--- config.mk ---
export PLATFORM = sky130hd
export DESIGN_NAME = r4_fft_sequencer
export DESIGN_NICKNAME = d
export VERILOG_FILES = /design/src/rtl/r4_fft_sequencer.sv
export SDC_FILE = /design/constraint.sdc
export NUM_CORES = 1
export LEC_CHECK = 0
export CAP_MARGIN = 0
export CORE_UTILIZATION = 55
export CTS_BUF_LIST = sky130_fd_sc_hd__clkbuf_8
export DETAILED_ROUTE_END_ITERATION = 10
export GPL_ROUTABILITY_DRIVEN = 0
export PLACE_DENSITY = 0.81
export SYNTH_ARGS = -nofsm -noshare
export SYNTH_HDL_FRONTEND = slang
export SYNTH_SLANG_ARGS = --single-unit
--- constraint.sdc ---
create_clock -name CLK -period 2.1 [get_ports CLK]
set_input_delay 0.63 -clock CLK [delete_from_list [all_inputs] [get_ports CLK]]
set_output_delay 0.63 -clock CLK [all_outputs]
set_load 0.02 [all_outputs]
--- src/rtl/r4_fft_sequencer.sv ---
// r4_fft_sequencer: frames four complex samples into an external radix-4
// butterfly, steps the butterfly through k=0..3 and drains the four results.
//
// Ports:
//   CLK, RST            clock, async active-low reset
//   flush               synchronous abort of the current frame
//   in_valid/in_ready   sample input handshake, in_re/in_im payload
//   xr0..xr3, xi0..xi3  butterfly operand registers
//   c1, c2, c3          butterfly control: k[0], k[1], compute enable
//   Xro, Xio            butterfly result for the current k
//   out_valid/out_ready result output handshake, out_re/out_im payload
//   busy                high while computing or draining
module r4_fft_sequencer #(
  parameter int unsigned LAT = 1
) (
  input  logic       CLK,
  input  logic       RST,
  input  logic       flush,
  input  logic       in_valid,
  input  logic [3:0] in_re,
  input  logic [3:0] in_im,
  output logic       in_ready,
  output logic [3:0] xr0,
  output logic [3:0] xr1,
  output logic [3:0] xr2,
  output logic [3:0] xr3,
  output logic [3:0] xi0,
  output logic [3:0] xi1,
  output logic [3:0] xi2,
  output logic [3:0] xi3,
  output logic       c1,
  output logic       c2,
  output logic       c3,
  input  logic [3:0] Xro,
  input  logic [3:0] Xio,
  output logic       out_valid,
  output logic [3:0] out_re,
  output logic [3:0] out_im,
  input  logic       out_ready,
  output logic       busy
);

  localparam int unsigned DW = 4;
  localparam int unsigned CW = 2;

  typedef enum logic [1:0] {LOAD, COMP, DRAIN} state_t;

  state_t        state, state_d;
  logic [CW-1:0] n_q, n_d, k_q, k_d, cyc_q, cyc_d, j_q, j_d;
  logic [CW-1:0] k_nx, j_nx;
  logic [DW-1:0] xr_q [4];
  logic [DW-1:0] xi_q [4];
  logic [DW-1:0] rb_re [4];
  logic [DW-1:0] rb_im [4];
  logic          in_ready_d, c1_d, c2_d, c3_d, out_valid_d, busy_d;
  logic [DW-1:0] out_re_d, out_im_d;
  logic          load_en, cap_en;

  assign xr0 = xr_q[0];
  assign xr1 = xr_q[1];
  assign xr2 = xr_q[2];
  assign xr3 = xr_q[3];
  assign xi0 = xi_q[0];
  assign xi1 = xi_q[1];
  assign xi2 = xi_q[2];
  assign xi3 = xi_q[3];

  // Next-state and next-output logic; every output is the registered copy of its _d.
  always_comb begin
    state_d     = state;
    n_d         = n_q;
    k_d         = k_q;
    cyc_d       = cyc_q;
    j_d         = j_q;
    in_ready_d  = in_ready;
    c1_d        = c1;
    c2_d        = c2;
    c3_d        = c3;
    out_valid_d = out_valid;
    out_re_d    = out_re;
    out_im_d    = out_im;
    load_en     = 1'b0;
    cap_en      = 1'b0;
    k_nx        = k_q + 2'd1;
    j_nx        = j_q + 2'd1;

    if (flush) begin
      // Flush wins over any handshake presented in the same cycle.
      state_d     = LOAD;
      n_d         = '0;
      k_d         = '0;
      cyc_d       = '0;
      j_d         = '0;
      in_ready_d  = 1'b1;
      c1_d        = 1'b0;
      c2_d        = 1'b0;
      c3_d        = 1'b0;
      out_valid_d = 1'b0;
    end else begin
      case (state)
        LOAD: begin
          in_ready_d = 1'b1;
          if (in_valid && in_ready) begin
            load_en = 1'b1;
            n_d     = n_q + 2'd1;
            if (n_q == 2'd3) begin
              state_d    = COMP;
              in_ready_d = 1'b0;
              k_d        = '0;
              cyc_d      = '0;
              c1_d       = 1'b0;
              c2_d       = 1'b0;
              c3_d       = 1'b1;
            end
          end
        end
        COMP: begin
          in_ready_d = 1'b0;
          c3_d       = 1'b1;
          c1_d       = k_q[0];
          c2_d       = k_q[1];
          // Last cycle of this k: butterfly output is settled, capture it.
          if (cyc_q == CW'(LAT)) begin
            cap_en = 1'b1;
            cyc_d  = '0;
            if (k_q == 2'd3) begin
              state_d = DRAIN;
              k_d     = '0;
              j_d     = '0;
              c1_d    = 1'b0;
              c2_d    = 1'b0;
              c3_d    = 1'b0;
            end else begin
              k_d  = k_nx;
              c1_d = k_nx[0];
              c2_d = k_nx[1];
            end
          end else begin
            cyc_d = cyc_q + 2'd1;
          end
        end
        DRAIN: begin
          in_ready_d  = 1'b0;
          c1_d        = 1'b0;
          c2_d        = 1'b0;
          c3_d        = 1'b0;
          out_valid_d = 1'b1;
          out_re_d    = rb_re[j_q];
          out_im_d    = rb_im[j_q];
          if (out_valid && out_ready) begin
            j_d = j_nx;
            if (j_q == 2'd3) begin
              state_d     = LOAD;
              out_valid_d = 1'b0;
              in_ready_d  = 1'b1;
            end else begin
              out_re_d = rb_re[j_nx];
              out_im_d = rb_im[j_nx];
            end
          end
        end
        default: state_d = LOAD;
      endcase
    end
    busy_d = (state_d != LOAD);
  end

  // State, counters, operand/result storage and registered outputs.
  always_ff @(posedge CLK or negedge RST) begin
    if (!RST) begin
      state     <= LOAD;
      n_q       <= '0;
      k_q       <= '0;
      cyc_q     <= '0;
      j_q       <= '0;
      in_ready  <= 1'b0;
      c1        <= 1'b0;
      c2        <= 1'b0;
      c3        <= 1'b0;
      out_valid <= 1'b0;
      out_re    <= '0;
      out_im    <= '0;
      busy      <= 1'b0;
      for (int i = 0; i < 4; i++) begin
        xr_q[i]  <= '0;
        xi_q[i]  <= '0;
        rb_re[i] <= '0;
        rb_im[i] <= '0;
      end
    end else begin
      state     <= state_d;
      n_q       <= n_d;
      k_q       <= k_d;
      cyc_q     <= cyc_d;
      j_q       <= j_d;
      in_ready  <= in_ready_d;
      c1        <= c1_d;
      c2        <= c2_d;
      c3        <= c3_d;
      out_valid <= out_valid_d;
      out_re    <= out_re_d;
      out_im    <= out_im_d;
      busy      <= busy_d;
      if (load_en) begin
        xr_q[n_q] <= in_re;
        xi_q[n_q] <= in_im;
      end
      if (cap_en) begin
        rb_re[k_q] <= Xro;
        rb_im[k_q] <= Xio;
      end
    end
  end

endmodule

* Word level (Yosys, flattened, before mapping)
Index checks and enable logic that the tools add are counted.
Storage, ports and cells: output and inout port bits 46, memories 0, bits in read-only memories 0, register bits after elaboration 88, memory bits (writable) 0, latch bits 0
Cells by class: bitwise logic cells 5, add/subtract/negate cells 4, equality and inequality tests 11, shifts and indexed selects 0, order comparisons 6, multipliers 0, reduce and logical (&&, ||, !) cells 18, divide/modulo/power cells 0, mux-type cells 81
Operators by type and width (number):
- 16-bit bitwise mux | 4
- 4-bit 2-to-1 mux | 14
- 2-bit 2-to-1 mux | 21
- 4-bit binary-select mux with 2-bit select | 4
- 1-bit 2-to-1 mux | 28
- 4-bit demux with 2-bit select | 2
- 3-bit inequality test, second input constant | 5
- 3-bit greater-or-equal comparator, second input constant | 4
- 2-bit NOT with 3-bit output | 4
- 1-bit case mux with 3 select lines | 4
- 2-bit case mux with 2 select lines | 3
- 2-bit by 1-bit adder with 2-bit output, second input constant | 4
- 2-bit equality test, second input constant | 4
- 4-bit AND reduction | 2
- 2-bit nonzero test | 4
- 3-bit by 1-bit less-than comparator with 1-bit output, second input constant | 2
- 2-bit case mux with 3 select lines | 1
- 3-bit AND reduction | 2
- 3-bit nonzero test | 2
- 2-bit by 1-bit equality test with 1-bit output, second input constant | 2
- 1-bit logical AND | 4
- 2-bit AND reduction | 2
- 4-bit nonzero test | 1
- 2-bit logical NOT | 1
- 1-bit NOT | 1

* Logic depth before layout (Yosys ltp)
depth after elaboration 7, gate-level depth with buffers 7, gate-level depth less buffers 6

* Worst setup path before layout
No wires, ideal clock.
path kind register to register, start reg state[0], end reg xi_q, in the netlist xi2[0], stages on the path, launching flop included 6, arrival 1.608 ns, period minus slack after synthesis 1.733 ns, setup slack 0.367 ns, data required time 1.975 ns, buffers on the path 0, cell sequence dfrtp_1 > inv_1 > ha_1 > nand3_4 > nor3b_4 > mux2_2
On the way: cells in the longest elaborated chain, start to end 3
RTL lines:
- start, declared | line 48 | state_t state, state_d;
- start signal, assigned | line 191 | state <= state_d;
- 2-bit logical NOT | line 100 | case (state)
- 1-bit 2-to-1 mux | line 100
- 1-bit 2-to-1 mux | line 87 | if (flush) begin
- end signal, assigned by index | line 206 | xi_q[n_q] <= in_im;
- end, declared | line 52 | logic [DW-1:0] xi_q [4];
Every way passes these cells. A chain may end at the register's enable or synchronous reset.

* Final worst setup path
start reg out_valid, end out out_valid
RTL lines:
- start, declared | line 36 | output logic out_valid,
- start signal, assigned | line 200 | out_valid <= out_valid_d;
No word-level cell between the ends.

==> key figures <==
Floorplan
  – Site row count: 31
  – Die height: 89.0 um
  – Io pins: 67
  – Die width: a little under 90 um
  – Core area: 0.00729 mm2
  – Die area: ~0.0079 mm2
  – Initial Util: roughly 57%

Global route
  – GRT busiest layer: met2
  – Met3 Track Usage GR: 3.69%
  – Vias in the first global route: 2682
  – Pin count of the biggest net entering global routing: 39
  – All-Layer GR Usage: 22.3%
  – M1 GR Usage: 30.4%
  – GRT overflow: 0
  – GRT met2 Usage: a little under two fifths
  – Initial antenna violation count: 0
  – First-pass GRT wire length: 13.3 mm

Clock network
  – Root buf cell: clkbuf_8
  – TritonCTS clock tree: built
  – Post-CTS setup repair buffer count: 0
  – H-tree depth: 3
  – Clk sinks: 88
  – Clock latency on the worst-skew pair: 0.35 ns
  – CTS buffer count: 9
  – Worst-path clk slew: ~0.090 ns
  – Maximum clock path buffer count: 2

Route
  – DRT Pass-1 Iters: 4
  – Per-cell routed wire length: 17.2 um
  – Drt drc: 0
  – Vias/cell: 5.64
  – Via count: 2656
  – Initial DRC Count: 115
  – ANT nets after route: 0
  – Final WL: 8.08 mm

STA
  – Clk_skew: ~0.0088 ns
  – Fin worst setup slack: about 0.099 ns
  – Final Slew Violations: 0
  – Final period util: 95.3%
  – # setup viols final: 0
  – Worst Tran Pin Value: 0.384 ns
  – Relative slew slack: 74.4%
  – Final hold violation count: 0
  – RSZ-0062 raised after global routing: false
  – Top achievable clock speed: 500 MHz
  – Tmin final: around 2.0 ns

Setup path
  – Data arrival, critical path: 1.37 ns
  – Crit path max fanout: 4
  – Family with the most delay on the worst path: buffers and inverters
  – CP max stage delay: 0.62 ns
  – CP Cell Sequence: clkdlybuf4s50_1
  – WP buf/inv: 1
  – Req. time, crit path: 1.47 ns
  – CP endpoint kind: output port
  – Slowest stage cell, crit path: clkdlybuf4s50_1
  – CP Class: reg2out
  – Startpoint types: flip-flop

Yosys
  – Primary FF master, synth: dfrtp_1
  – Cell variety after synth: between 40 and 50
  – Seq cells post-synth: 88
  – Mapped Area: between 0.004 and 0.005 mm2
  – Ys async rst share: 100%
  – Synth Area per Inst: 14.5 um2
  – Syn Inst Count: 287
  – Syn. warnings: 0
  – Post-synthesis sequential area ratio: 52.9%
  – Synthesized Nets: roughly 320
  – Number of synthesized flops with an enable pin: 0

Layout
  – Fillers: approximately 510
  – Ant diodes: 0
  – Most frequent cells in the layout: 88 x dfrtp_1, 65 x mux2_2, 64 x clkdlybuf4s50_1, 16 x mux4_2, 13 x ha_1
  – Layout Nets: ~400
  – Area growth syn-to-layout: 25.5%
  – Most common cell after layout, fill and taps aside: dfrtp_1
  – Layout cell share with drive strength beyond 1: 33.6%

Outcome
  – Outcome: finished, final reports clean

Hold path
  – HP Class: in2async

Flow run
  – Max-cap viol count: 0

Placement
  – Buffers on Ports: 66
  – Post-place setup slack: -0.142 ns
  – Post-DP HPWL: 5.84 mm

Power and ir drop
  – Worst IR Drop VDD: ~0.00038 V
  – Design Power: 4.20 mW
  – P_leak: 2.39 nW
  – Power Density: 805 mW/mm2
[sequential cells by signal, indices dropped and copies added (netlist names), 2 cells and up]
signal  cells
cyc_q       2
j_q         2
k_q         2
n_q         2
out_im      4
out_re      4
rb_im      16
rb_re      16
state       2
xi0         4
xi1         4
xi2         4
xi3         4
xr0         4
xr1         4
xr2         4
xr3         4
[metrics by stage]
stage	utilization, %	hold WS, ns	area (um2)	std cells	TNS [ns]
after detailed placement	69.1	0.470	5040	457	-5.92
final	71.6	0.190	5220	471	0
after floorplan	-	0.334	4160	287	0
after global routing	71.6	0.219	5220	471	0
after CTS	71.6	0.196	5220	471	0
after global placement	69.1	0.463	5040	457	-4.23
[final timing paths]
kind                           start   endpoint  slack (ns)  depth (start not counted)
hold reg to reg            out_re[1]  out_re[1]        0.49                          2
hold / removal                   RST     xr0[2]        0.19                          1
max in group asynchronous        RST   rb_im[2]        1.26                          2
setup reg to reg            state[0]         c2        0.18                          6
min in group CLK           out_re[1]  out_re[1]        0.49                          2
setup / recovery           out_valid  out_valid         0.1                          1
[power breakdown]
| group | switching [mW] | total [mW] | leakage [nW] | internal (mW) |
|---|---|---|---|---|
| Sequential | 0.112 | 2.02 | 1.17 | 1.91 |
| Clock | 0.579 | 1.12 | 0.0911 | 0.539 |
| Combinational | 0.497 | 1.07 | 1.12 | 0.571 |
[worst reg2reg max path: cells and delay by family (launching register included)]
kind | cells | cell delay [ns]
flip-flops | 1 | 0.44
adder cells (fa/ha/maj) | 1 | 0.38
AND/OR/NAND/NOR | 2 | 0.43
AO/OA/AOI/OAI | 1 | 0.09
multiplexers | 1 | 0.36
buffers and inverters | 1 | 0.11
[kinds of logic (layout without fill, tap and decap cells)]
kind of cell             count (synthesis)  in the layout  share of synthesized area [%]
AO/OA/AOI/OAI                           21             21                           3.43
flip-flops                              88             88                           52.9
multiplexers                            95             95                           29.7
buffers and inverters                   17            102                           1.74
adder cells (fa/ha/maj)                 13             13                           3.91
XOR/XNOR                                 1              1                          0.211
AND/OR/NAND/NOR                         52             52                           8.12
[timing repair]
action,in CTS,in global routing
resized for setup,1,0
setup endpoints to repair,1,0
hold buffers,0,0
[final cells by class]
cell class,count,area (um2),area share (%)
Clock buffer,9,124,2.37
Clock inverter,5,60.1,1.15
Inverter,9,33.8,0.647
Multi-Input combinational cell,182,1890,36.1
Sequential cell,88,2200,42.2
Tap cell,99,124,2.37
Timing Repair Buffer,79,792,15.2
[per-layer routing]
| metal | share of wire (%) | routed length, um |
|---|---|---|
| met1 | 45 | 3640 |
| met2 | 50 | 4030 |
| met3 | 3.9 | 318 |
| met4 | 1.2 | 97 |
| met5 | 0 | 0 |
[synthesized netlist by cell type (2+ instances only)]
| library cell | count | area, um2 |
|---|---|---|
| clkbuf_1 | 2 | 7.51 |
| nand3_1 | 2 | 10.0 |
| o21ai_0 | 10 | 50.1 |
| mux2_2 | 65 | 732 |
| mux4_2 | 16 | 360 |
| a221oi_1 | 2 | 17.5 |
| ha_1 | 13 | 163 |
| nor3_4 | 2 | 32.5 |
| mux2i_1 | 12 | 120 |
| nand2b_1 | 3 | 18.8 |
| inv_1 | 9 | 33.8 |
| nand2_2 | 7 | 43.8 |
| buf_2 | 4 | 20.0 |
| dfrtp_1 | 88 | 2200 |
| nand2_1 | 11 | 41.3 |
| nor2_1 | 11 | 41.3 |
| mux2_1 | 2 | 22.5 |
| o21bai_1 | 2 | 15.0 |
Power figures use the tool's default switching activity.
